## config.mk

```make
export PLATFORM = sky130hd
export DESIGN_NAME = proc_io_port
export DESIGN_NICKNAME = d
export VERILOG_FILES = /design/src/rtl/proc_io_port.sv
export SDC_FILE = /design/constraint.sdc
export NUM_CORES = 1
export LEC_CHECK = 0
export BUFFER_PORTS_ARGS = -buffer_cell sky130_fd_sc_hd__clkbuf_2
export CAP_MARGIN = 20
export CORE_MARGIN = 2
export CORE_UTILIZATION = 30
export CTS_CLUSTER_DIAMETER = 120
export CTS_CLUSTER_SIZE = 16
export DETAILED_ROUTE_END_ITERATION = 10
export HOLD_SLACK_MARGIN = 0.12
export PLACE_DENSITY = 0.52
export SLEW_MARGIN = 10
export SYNTH_ARGS = -nofsm -noshare
export SYNTH_HDL_FRONTEND = slang
export SYNTH_SLANG_ARGS = --single-unit
```

## constraint.sdc

```tcl
create_clock -name clk -period 6.5 [get_ports clk]
set_clock_uncertainty 0.05 [all_clocks]
set_input_delay 0.65 -clock clk [delete_from_list [all_inputs] [get_ports clk]]
set_output_delay 0.65 -clock clk [all_outputs]
set_load 0.02 [all_outputs]
```

## src/rtl/proc_io_port.sv

```systemverilog
// proc_io_port: word-level I/O port for the 16-bit core.
// Show-ahead input FIFO feeding din; output FIFO drained from dout.
module proc_io_port #(
  parameter int DATA_W    = 16,
  parameter int IN_DEPTH  = 8,
  parameter int OUT_DEPTH = 8,
  localparam int ICW = $clog2(IN_DEPTH + 1),
  localparam int OCW = $clog2(OUT_DEPTH + 1)
) (
  input  logic              clk,
  input  logic              sys_rst,
  input  logic [DATA_W-1:0] s_data,
  input  logic              s_valid,
  output logic              s_ready,
  output logic [DATA_W-1:0] din,
  output logic              din_valid,
  input  logic              din_rd,
  input  logic [DATA_W-1:0] dout,
  input  logic              dout_wr,
  output logic [DATA_W-1:0] m_data,
  output logic              m_valid,
  input  logic              m_ready,
  output logic [ICW-1:0]    in_count,
  output logic [OCW-1:0]    out_count,
  output logic              unf_err,
  output logic              ovf_err
);

  localparam int IAW = $clog2(IN_DEPTH);
  localparam int OAW = $clog2(OUT_DEPTH);
  localparam logic [ICW-1:0] IFULL = ICW'(IN_DEPTH);
  localparam logic [OCW-1:0] OFULL = OCW'(OUT_DEPTH);

  logic [DATA_W-1:0] r_in_mem [IN_DEPTH];
  logic [IAW-1:0]    r_in_wr;
  logic [IAW-1:0]    r_in_rd;
  logic [ICW-1:0]    r_in_cnt;
  logic              r_unf;

  logic [DATA_W-1:0] r_out_mem [OUT_DEPTH];
  logic [OAW-1:0]    r_out_wr;
  logic [OAW-1:0]    r_out_rd;
  logic [OCW-1:0]    r_out_cnt;
  logic              r_ovf;

  logic w_in_push;
  logic w_in_pop;
  logic w_in_empty;
  logic w_out_push;
  logic w_out_pop;
  logic w_out_full;
  logic w_out_empty;

  assign w_in_empty  = (r_in_cnt == '0);
  assign w_out_empty = (r_out_cnt == '0);
  assign w_out_full  = (r_out_cnt == OFULL);

  assign s_ready   = (r_in_cnt != IFULL);
  assign din_valid = !w_in_empty;
  assign din       = w_in_empty ? '0 : r_in_mem[r_in_rd];
  assign m_valid   = !w_out_empty;
  assign m_data    = w_out_empty ? '0 : r_out_mem[r_out_rd];
  assign in_count  = r_in_cnt;
  assign out_count = r_out_cnt;
  assign unf_err   = r_unf;
  assign ovf_err   = r_ovf;

  assign w_in_push  = s_valid && s_ready;
  assign w_in_pop   = din_rd && !w_in_empty;
  assign w_out_push = dout_wr && !w_out_full;
  assign w_out_pop  = m_ready && !w_out_empty;

  // Input FIFO storage: write the producer word at the tail.
  always_ff @(posedge clk) begin
    if (!sys_rst && w_in_push) begin
      r_in_mem[r_in_wr] <= s_data;
    end
  end

  // Input FIFO pointers, occupancy and sticky underflow flag.
  always_ff @(posedge clk) begin
    if (sys_rst) begin
      r_in_wr  <= '0;
      r_in_rd  <= '0;
      r_in_cnt <= '0;
      r_unf    <= 1'b0;
    end else begin
      if (w_in_push) begin
        r_in_wr <= r_in_wr + IAW'(1);
      end
      if (w_in_pop) begin
        r_in_rd <= r_in_rd + IAW'(1);
      end
      case ({w_in_push, w_in_pop})
        2'b10:   r_in_cnt <= r_in_cnt + ICW'(1);
        2'b01:   r_in_cnt <= r_in_cnt - ICW'(1);
        default: r_in_cnt <= r_in_cnt;
      endcase
      if (din_rd && w_in_empty) begin
        r_unf <= 1'b1;
      end
    end
  end

  // Output FIFO storage: write the core word at the tail.
  always_ff @(posedge clk) begin
    if (!sys_rst && w_out_push) begin
      r_out_mem[r_out_wr] <= dout;
    end
  end

  // Output FIFO pointers, occupancy and sticky overflow flag.
  always_ff @(posedge clk) begin
    if (sys_rst) begin
      r_out_wr  <= '0;
      r_out_rd  <= '0;
      r_out_cnt <= '0;
      r_ovf     <= 1'b0;
    end else begin
      if (w_out_push) begin
        r_out_wr <= r_out_wr + OAW'(1);
      end
      if (w_out_pop) begin
        r_out_rd <= r_out_rd + OAW'(1);
      end
      case ({w_out_push, w_out_pop})
        2'b10:   r_out_cnt <= r_out_cnt + OCW'(1);
        2'b01:   r_out_cnt <= r_out_cnt - OCW'(1);
        default: r_out_cnt <= r_out_cnt;
      endcase
      if (dout_wr && w_out_full) begin
        r_ovf <= 1'b1;
      end
    end
  end

endmodule

```

======== Word level (Yosys, flattened, before mapping) ========
Memories as Yosys holds them, arrays and structs flattened. A register that Yosys moved wholly into a read port is not among the register bits.
Cells that the tools add are included.
Widths: inputs -> output; s select.
storage, ports and cells
  memories kept ........................... 2
  word-level logic and storage cells ...... 52
  input bits .............................. 38
  register bits ........................... 22
  bits in writable memories ............... 256
  output and inout bits ................... 45
memory list
  name       depth  width  rd ports  clocked after Yosys merged registers in  write ports  line  source
  r_in_mem   8      16     1         1                                        1            34    logic [DATA_W-1:0] r_in_mem [IN_DEPTH];
  r_out_mem  8      16     1         1                                        1            40    logic [DATA_W-1:0] r_out_mem [OUT_DEPTH];
operators by class
  muxes and demuxes ....................... 12
  equal/unequal tests ..................... 6
  reductions and logical operators ........ 16
  add/subtract/negate cells ............... 8
operators with widths
  cell                 count
  $mux 16              2
  $pmux 4 s2           2
  $add 3x1->3 const B  4
  $mux 3               4
  $add 4x1->4 const B  2
  $logic_and 1x1->1    8
  $logic_not 4->1      2
  $sub 4x1->4 const B  2
  $eq 2x1->1 const B   2
  $eq 2x2->1 const B   2
  $eq 4x4->1 const B   1
  $logic_not 1->1      4
  $mux 1               4
  $ne 4x4->1 const B   1
  $reduce_bool 2->1    2

======== Depth between registers and ports, before layout ========
Gate-level depths: netlist (run 1).
  depth after elaboration ................. 6
  depth in mapped cells ................... 12
  depth with buffers taken out ............ 10

======== Worst setup path after synthesis (run 1) ========
Ideal clock, no wire load.
  path kind ............................... reg2reg
  start ................................... reg r_in_cnt[0] (netlist: in_count[0])
  end ..................................... mem r_in_mem[0][0] (enable)
  library setup time ...................... 0.409 ns
  arrival time ............................ 2.526 ns
  period minus slack after synthesis ...... 2.986 ns
  data required time ...................... 6.041 ns
  cell stages (with the launch flop) ...... 6
  path slack .............................. 3.514 ns
  buffers on the path ..................... 1
  path through ............................ dfxtp_1 -> or4b_1 -> buf_2 -> nand2_2 -> or3_1 -> nor3_1
on the way
  cells in the longest elaborated chain, start to end .. 5
RTL lines
  item                          line  source
  start, declared               37    logic [ICW-1:0] r_in_cnt;
  start signal, assigned        95    2'b10: r_in_cnt <= r_in_cnt + ICW'(1);
  start signal, assigned        96    2'b01: r_in_cnt <= r_in_cnt - ICW'(1);
  start signal, assigned        97    default: r_in_cnt <= r_in_cnt;
  $ne 4x4->1                    58    assign s_ready = (r_in_cnt != IFULL);
  net s_ready                   14    output logic s_ready,
  $logic_and 1x1->1             68    assign w_in_push = s_valid && s_ready;
  $logic_and 1x1->1             75    if (!sys_rst && w_in_push) begin
  $mux 1                        75
  $mux 1 (not written as such)  76    r_in_mem[r_in_wr] <= s_data;
  end, declared                 34
The timed path passes the listed nets, and every way through them passes these cells.

==> out/results.ini, run 1 <==
[outcome]
outcome=completed

[yosys]
ys_top_cells_by_count=edfxtp_1, mux4_2, nor2_1
synth_top_cell_area_share=0.692
yosysMostFrequentCell=edfxtp_1
synth.area.top_cells=edfxtp_1, mux4_2, dfxtp_1
synth.distinct_cells=36
syn-instance-count=564
synth_edf_count=256
syn_avg_cell_area_um2=19.7
ys_warn_count=0
ys_seq_elements=284
synth_top_family_by_area=multiplexers
async_reset_ff_frac=0
synth-compound-area-share=0.00834
syn_area_um2=11100
ys.flop_type=edfxtp_1
syn_nets=612
synth-xor-area-share=0.0108
yosys.area_share.simple=0.0478
synth.yosys.seq_area_share=0.743
synthAdderAreaFrac=0.0113
synthMuxAreaShare=0.165
synth_area_leader_cell=edfxtp_1

[clocking]
hold_buffers=0
numCtsBuffers=21
clkTransAtPathRegs_ns=0.07
cts_setup_buffers=0
cts-resized-gates=0
cts_buffer_depth=3
cts.sinks=284
clkLatencyLatePin_ns=0.50
cts_max_level=1
clock_tree.root_cell=clkbuf_16
tritoncts=built

[setup_path]
slowest_stage=mux4_2
rrSetupSlack_ns=3.67
r2r-end=in_count[2]$_SDFFE_PP0P_
worstPathArrival_ns=2.40
worstReg2RegStart=in_count[0]$_SDFFE_PP0P_
ff2ff_path_depth=11
critical_path.cell_chain=buf_4, mux4_2, mux2i_1, nor2_1, clkbuf_2
critical-path-top-delay-family=multiplexers
endpoint_kind=primary output
cp.required_ns=5.80
slowest_delay_ns=0.58
worst-path-buf-inv=2
worstPathMaxFanout=32
worstSetupPathType=reg2out
cp-start-kind=flip-flop

[die]
die_height_um=196
dieArea_um2=38600
rows=70
die_w_um=196
num_io_pins=83
core-area_um2=36500
start_util=0.304

[global_routing]
grt_pass1_wl_mm=33.8
antenna_found_initial=2
grt_max_degree=33
overflow=0
grt_pass1_vias=5611
track_usage=0.116

[finish]
fin_cells=1141
syn2layout_area_growth_pct=15.0
drive_gt1_frac=0.306
fin_nets=705

[hold_path]
hp-start=s_data[15]
hold_depth=1
hold_end=r_in_mem[2][15]$_DFFE_PP_
holdCritPathClass=in2reg

[detailed_routing]
final_antenna_net_count=0
drc=0
drt_iter0_markers=258
viasPerCell=4.68
drt-total-wl_mm=22.4
vias=5338
drt_pass1_iterations=4
post_drt_wl_per_cell_um=19.7

[placement]
dp_cells=1101
port_buffers=82
hpwl_mm=13.2
globalplace.congestion=0.691

[flow_run]
cap_violations=0

[power_and_ir_drop]
pwr_density_cell_nw_per_um2=363
leakage_uw=0.00408
ir_drop_mv=0.276

[sta]
min_period_over_period=0.476
finalSetupViolCount=0
slew_viol_final=0
hold_viol=0
fin_tns_setup_ns=0
min_period_ns=3.10
slew_headroom=0.341
worst_slew_pin_slew_ns=0.985
rsz0062_at_grt=no
max_freq_mhz=323

## through the flow
step / util / power, uW / hold WS [ns] / setup WS (ns) / instance area, um^2
after global placement: 0.333 / 3470 / 0.419 / 3.72 / 12100
after floorplan: - / 3100 / 0.412 / 3.51 / 11100
after CTS: 0.349 / 4720 / 0.354 / 3.32 / 12800
final: 0.350 / 4640 / 0.375 / 3.40 / 12800
after global routing: 0.350 / 4880 / 0.373 / 3.23 / 12800
after detailed placement: 0.333 / 3500 / 0.417 / 3.67 / 12100
## worst max-delay path by stage
| stage | endpoint | slack, ns | depth (start not counted) |
|---|---|---|---|
| after detailed placement | r_out_mem[1][10]$_DFFE_PP_ | 3.67 | 3 |
| after CTS | din[6] | 3.32 | 5 |
| final | din[6] | 3.40 | 5 |
| after floorplan | r_in_mem[0][0]$_DFFE_PP_ | 3.51 | 5 |
| after global routing | din[6] | 3.23 | 5 |
| after global placement | r_out_mem[1][10]$_DFFE_PP_ | 3.72 | 3 |
## worst register-to-register path, cell delays in order (launching register included)
cell and delay, ns:
dfxtp_1 0.39, nor4_4 0.27, buf_4 0.32, inv_2 0.09
and2_1 0.23, ha_1 0.28, xor2_1 0.17, ha_1 0.19
a21oi_1 0.17, xor2_1 0.11, or3_1 0.31, a21oi_1 0.15
## cell families (layout without fill, tap and decap cells)
group,Yosys count,count (layout)
other cells,0,2
mux,103,103
simple gates,106,106
buf+inv,32,139
flops,284,284
compound gates,17,17
xor+xnor,12,12
fa+ha+maj,10,10
## placed cells by master, fill, tap and decap left out, types with 2 or more instances in the layout
cell type,netlist,final
inv_2,3,3
or3_1,3,3
diode_2,0,2
mux4_2,64,64
xnor2_2,2,2
buf_4,0,16
ha_1,10,10
nand2_1,9,9
edfxtp_1,256,256
clkbuf_16,0,22
o21ai_0,4,4
nand3_1,5,5
nor2_1,61,61
a21oi_1,9,9
nor4bb_1,3,3
clkbuf_1,6,15
nor4_4,2,2
xor2_1,10,10
nand2b_1,4,4
clkbuf_2,0,82
nand4b_1,2,2
mux2i_1,38,38
nand3b_1,2,2
nor3_4,0,6
dfxtp_1,28,24
dfxtp_2,0,4
nor2b_1,2,2
## where the power goes
group	switching, uW	leakage, uW	internal, uW
clock	584	0.000289	633
sequential	96.9	0.00254	2070
combinational	729	0.00124	529
## layout make-up
type | instances | area [um^2]
multi-input combinational | 248 | 2770
fill | 3374 | 23700
timing repair buffer | 99 | 546
antenna | 2 | 5.00
tap | 468 | 586
clock buffer | 37 | 607
sequential | 284 | 8250
inverter | 3 | 11.3
## registers in the layout, summed over array words and instances, names as in the netlist, named ones only
register   flops
in_count       4
out_count      4
ovf_err        1
r_in_mem     128
r_in_rd        3
r_in_wr        3
r_out_mem    128
r_out_rd       3
r_out_wr       3
unf_err        1
## metal layers
metal	GRT usage	wire [um]	up-vias
li1	-	-	2433
met5	0	13	-
met1	0.143	9450	2760
met4	0.0264	430	2
met3	0.0236	1130	31
met2	0.208	11400	112
No activity file was read; power rests on OpenSTA's default activity.
==> run 2: changes to the inputs <==
Settings changed: ABC_AREA set to 1, PLACE_DENSITY 0.52 to 0.51.
Clock period 6.5 ns to 3.07 ns, I/O delays scaled along.
==> run 2 against run 1 <==
Against the previous run:
- non-clock buffer count increased by 53
- sequential power is 110% higher
- clock power rose by 120%
- first-iteration DRC count grew 71%
- hold slack got worse by 0.21 ns
- final cell count is 41% higher
- via count up 39%
- critical path type unchanged
- largest power group unchanged
- flip-flop and latch count stayed put
- count of clock-buffer cells in the layout did not move
- total power rose by 140%
- register-to-register slack got worse by 2.9 ns
==> out/results.ini, run 2 <==
[outcome]
outcome=completed

[yosys]
synth_top_cell_area_share=0.670  ; -0.0221
yosysMostFrequentCell=edfxtp_1
syn-instance-count=951  ; +69%
ys_seq_elements=284  ; unchanged
syn_avg_cell_area_um2=12.1  ; -39%
ys.flop_type=edfxtp_1
async_reset_ff_frac=0  ; unchanged
syn_nets=999  ; +63%
ys_warn_count=0  ; unchanged
synth.area.top_cells=edfxtp_1, nor2_1, dfxtp_1
synth.distinct_cells=28  ; -22%
syn_area_um2=11500  ; +3.3%
synth_edf_count=256  ; unchanged
ys_top_cells_by_count=edfxtp_1, nor2_1, o21ai_0
synth.yosys.seq_area_share=0.719  ; -0.0237
synth_area_leader_cell=edfxtp_1

[die]
dieArea_um2=39800  ; +3.2%
start_util=0.305  ; +0.000500
core-area_um2=37700  ; +3.1%
die_w_um=200  ; +1.6%
die_height_um=200  ; +1.6%
num_io_pins=83  ; unchanged
rows=71  ; +1.4%

[placement]
hpwl_mm=15.2  ; +15%
port_buffers=82  ; unchanged
dp_cells=1529  ; +39%
post-place-ws_ns=0.776  ; -2.89 ns
globalplace.congestion=0.777  ; +12%
placedInstanceArea_um2=12500  ; +3.1%

[sta]
rsz0062_at_grt=no
slew_viol_final=0  ; unchanged
setup_slack_ns=0.344  ; -3.06 ns
finalSetupViolCount=0  ; unchanged
min_period_ns=2.73
hold_viol=0  ; unchanged
max_freq_mhz=367
slew_headroom=0.490  ; +0.148
worst_slew_pin_slew_ns=0.765  ; -0.219 ns
min_period_over_period=0.888
fin_tns_setup_ns=0  ; unchanged

[detailed_routing]
vias=7446  ; +39%
drt_iter0_markers=441  ; +71%
drt-total-wl_mm=26.2  ; +17%
viasPerCell=4.64  ; -0.90%
final_antenna_net_count=0  ; unchanged
drc=0  ; unchanged
post_drt_wl_per_cell_um=16.3  ; -17%
drt_pass1_iterations=4  ; unchanged

[global_routing]
grt_max_degree=65  ; +97%
use_met3=0.0182  ; -0.00539
overflow=0  ; unchanged
grt_use_met2=0.214  ; +0.00570
busiest_layer=met2
grt_pass1_wl_mm=40.1  ; +19%
grt_pass1_vias=7071  ; +26%
antenna_found_initial=0  ; -2
use_met1=0.183  ; +0.0398
track_usage=0.131  ; +0.0151

[finish]
layout_common_cells=edfxtp_1, nor2_1, o21ai_0
fin_cells=1606  ; +41%
n_antenna_cell=0  ; -2
layout_commonest_cell=edfxtp_1
fin_nets=1127  ; +60%
syn2layout_area_growth_pct=18.1
n_fill_cell=3734  ; +11%
largestRegisters=r_in_mem (128), r_out_mem (128)
finalInstanceArea_um2=13600  ; +6.1%
drive_gt1_frac=0.153  ; -0.153

[clocking]
numCtsBuffers=22  ; +4.8%
hold_buffers=37  ; +37
cts_setup_buffers=0  ; unchanged
clkLatencyLatePin_ns=0.51  ; about the same
cts-resized-gates=0  ; unchanged
tritoncts=built
clkTransAtPathRegs_ns=0.07  ; about the same
cts_buffer_depth=3  ; unchanged
cts.sinks=284  ; unchanged
clock_tree.root_cell=clkbuf_16
cts_max_level=1  ; unchanged

[power_and_ir_drop]
pwr_density_cell_nw_per_um2=814  ; +120%
ir_drop_mv=0.594  ; +110%
power_uw=11000  ; +140%
leakage_uw=0.00482  ; +18%

[setup_path]
worstPathArrival_ns=2.37  ; -0.03 ns
cp-start-kind=flip-flop
worstPathMaxFanout=38  ; +19%
endpoint_kind=primary output
worstSetupPathType=reg2out
cp.required_ns=2.71  ; -3.09 ns

[hold_path]
holdCritPathClass=in2reg

[flow_run]
cap_violations=0  ; unchanged

-- run 2: cell type report --
| class | count | area, um^2 | share of cell area |
|---|---|---|---|
| clock inverters | 3 | 25.0 | 0.00185 |
| clock buffers | 37 | 628 | 0.0463 |
| repair buffers | 152 | 1050 | 0.0777 |
| flip-flops and latches | 284 | 8250 | 0.609 |
| well taps | 511 | 639 | 0.0472 |
| multi-input cells | 582 | 2820 | 0.208 |
| inverters | 37 | 139 | 0.0102 |
-- run 2: kinds of logic after synthesis --
family,Yosys count,share of synthesized area
buf+inv,85,0.0392
flops,284,0.719
fa+ha+maj,10,0.0109
xor+xnor,6,0.00458
simple gates,342,0.118
compound gates,224,0.108
-- run 2: metal layers --
metal	wire (um)	share of wire
met3	1320	0.051
met1	12200	0.47
met2	12100	0.46
met5	0	0
met4	522	0.020
-- run 2: metrics by stage --
stage	utilization	hold slack [ns]
6_report	0.360	0.163
2_1_floorplan	-	0.356
3_5_place_dp	0.333	0.393
4_1_cts	0.360	0.140
3_3_place_gp	0.333	0.390
5_1_grt	0.360	0.199
-- run 2: worst paths after layout --
kind,startpoint,depth (start not counted),end,slack (ns)
max reg2reg,in_count[0]$_SDFFE_PP0P_,13,in_count[2]$_SDFFE_PP0P_,0.77
max,flip-flop,8,m_data[2],0.34
min,m_ready,4,r_out_rd[1]$_SDFFE_PP0P_,0.16
min reg2reg,r_in_rd[2]$_SDFFE_PP0P_,2,r_in_rd[2]$_SDFFE_PP0P_,0.42
-- run 2: worst max-delay path, cell delays in order, from the launching register on --
cell      delay [ns]
dfxtp_2         0.82
buf_12          0.26
nor2_1          0.06
nor2_1          0.08
o21ai_0         0.08
o211ai_1        0.10
nand2_1         0.07
nor2_1          0.17
clkbuf_2        0.20
-- run 2: report_power, final --
group	switching [uW]	leakage, uW	total [uW]	internal [uW]
Sequential	189	0.00254	4620	4430
Combinational	2540	0.00197	3700	1160
Clock	1320	0.000309	2730	1410
==> run 3: changes to the inputs <==
==> constraint.sdc (replaced) <==
create_clock -name clk -period 3.07 [get_ports clk]
set_clock_uncertainty 0.05 [all_clocks]
set_input_delay 0.614 -clock clk [delete_from_list [all_inputs] [get_ports clk]]
set_output_delay 0.614 -clock clk [all_outputs]
set_load 0.02 [all_outputs]
==> run 3 against run 2 <==
Against the previous run:
- critical path depth stayed put
- sequential power hardly changed
- clock power hardly changed
- critical path type unchanged
==> out/results.ini, run 3 (same netlist as run 2, synthesis figures left out) <==
[detailed_routing]
drt_iter0_markers=410  ; -7.0%
drt-total-wl_mm=25.7  ; -1.9%
vias=7319  ; -1.7%
post_drt_wl_per_cell_um=16.4  ; +0.46%
drc=0  ; unchanged
drt_pass1_iterations=5  ; +1
viasPerCell=4.66  ; +0.61%
final_antenna_net_count=0  ; unchanged

[setup_path]
worst-path-buf-inv=2  ; unchanged
worstReg2RegStart=in_count[0]$_SDFFE_PP0P_
worstPathArrival_ns=2.20  ; -0.17 ns
endpoint_kind=primary output
worstPathMaxFanout=28  ; -26%
critical-path-top-delay-family=buffers and inverters
critical_path.cell_chain=buf_4, nor2_1, nor2_1, o21ai_0, o211ai_1, nand2_1, nor2_1, clkbuf_2
slowest_delay_ns=0.53  ; -0.29 ns
worstSetupPathType=reg2out
slowest_stage=dfxtp_2
cp-start-kind=flip-flop
rrSetupSlack_ns=0.71  ; -0.06 ns
crit_path_frequent_cell=nor2_1
cp.required_ns=2.41  ; -0.30 ns

[sta]
slew_viol_final=0  ; unchanged
fin_tns_setup_ns=0  ; unchanged
min_period_ns=2.86  ; +0.137 ns
hold_viol=0  ; unchanged
min_period_over_period=0.933  ; +0.0445
slew_headroom=0.526  ; +0.0360
finalSetupViolCount=0  ; unchanged
hold_slack_ns=0.302  ; +0.138 ns
worst_slew_pin_slew_ns=0.710  ; -0.0550 ns
max_freq_mhz=349  ; -4.8%
rsz0062_at_grt=no

[global_routing]
track_usage=0.129  ; -0.00133
grt_pass1_wl_mm=39.5  ; -1.6%
antenna_found_initial=0  ; unchanged
grt_max_degree=65  ; unchanged
grt_pass1_vias=6922  ; -2.1%
overflow=0  ; unchanged

[die]
die_w_um=200  ; unchanged
num_io_pins=83  ; unchanged
start_util=0.305  ; unchanged
core-area_um2=37700  ; unchanged
dieArea_um2=39800  ; unchanged
rows=71  ; unchanged
die_height_um=200  ; unchanged

[placement]
globalplace.congestion=0.726  ; -6.6%
port_buffers=82  ; unchanged
hpwl_mm=14.7  ; -3.0%

[flow_run]
cap_violations=0  ; unchanged

[hold_path]
hp-start=dout_wr
holdCritPathClass=in2reg

[power_and_ir_drop]
leakage_uw=0.00467  ; -3.1%
ir_drop_mv=0.495  ; -17%
pwr_density_cell_nw_per_um2=831  ; +2.1%

[clocking]
clock_tree.root_cell=clkbuf_16
cts.sinks=284  ; unchanged
cts_setup_buffers=0  ; unchanged
clkLatencyLatePin_ns=0.53  ; +0.02 ns
cts_buffer_depth=3  ; unchanged
numCtsBuffers=22  ; unchanged
tritoncts=built
cts_max_level=1  ; unchanged
hold_buffers=0  ; -100%
cts-resized-gates=0  ; unchanged
clkTransAtPathRegs_ns=0.07  ; about the same

[finish]
n_antenna_cell=0  ; unchanged
layout_common_cells=edfxtp_1, nor2_1, o21ai_0
fin_nets=1090  ; -3.3%
layout_commonest_cell=edfxtp_1
syn2layout_area_growth_pct=15.0
largestRegisters=r_in_mem (128), r_out_mem (128)
drive_gt1_frac=0.157  ; +0.00439

[outcome]
outcome=completed

[run 3: final timing paths]
path	cells past startpoint	to
min reg2reg	2	ovf_err$_SDFFE_PP0P_
max reg2reg	13	in_count[2]$_SDFFE_PP0P_
max	8	m_data[1]
min	3	ovf_err$_SDFFE_PP0P_
[run 3: final cells by class]
class                   instances  area (um^2)
repair buffers                115          696
multi-input cells             582         2820
clock inverters                 2         25.0
clock buffers                  38          632
well taps                     511          639
flip-flops and latches        284         8250
inverters                      37          139
fillers                      3766        24500
[run 3: worst register-to-register path, cell delays in order (launching register included)]
cell,delay (ns)
dfxtp_1,0.38
nor2_4,0.18
nand3_4,0.31
nand2_1,0.23
inv_2,0.10
ha_1,0.23
nand2_1,0.08
inv_1,0.04
nor2_1,0.13
ha_1,0.16
a21oi_1,0.05
xnor2_1,0.13
o21ai_0,0.13
inv_1,0.05
[run 3: power breakdown]
part | total [uW] | internal, uW | leakage, uW | switching [uW]
Clock | 2710 | 1410 | 0.000312 | 1300
Sequential | 4600 | 4430 | 0.00254 | 170
Combinational | 3660 | 1140 | 0.00182 | 2530
[run 3: per-stage QoR]
stage           util  instance area, um^2  total power (uW)  setup slack, ns  cells
4_1_cts        0.350                13200             11100            0.174   1569
3_5_place_dp   0.333                12500              8390            0.726   1529
5_1_grt        0.350                13200             11700           0.0269   1569
2_1_floorplan      -                11500              7240            0.392    951
6_report       0.350                13200             11000            0.207   1569
3_3_place_gp   0.333                12500              8360            0.743   1529
[run 3: per-layer routing]
layer / wire, um / track usage
met1: 12300 / 0.184
met5: 0 / 0
met4: 535 / 0.0354
met3: 1120 / 0.0194
met2: 11800 / 0.206
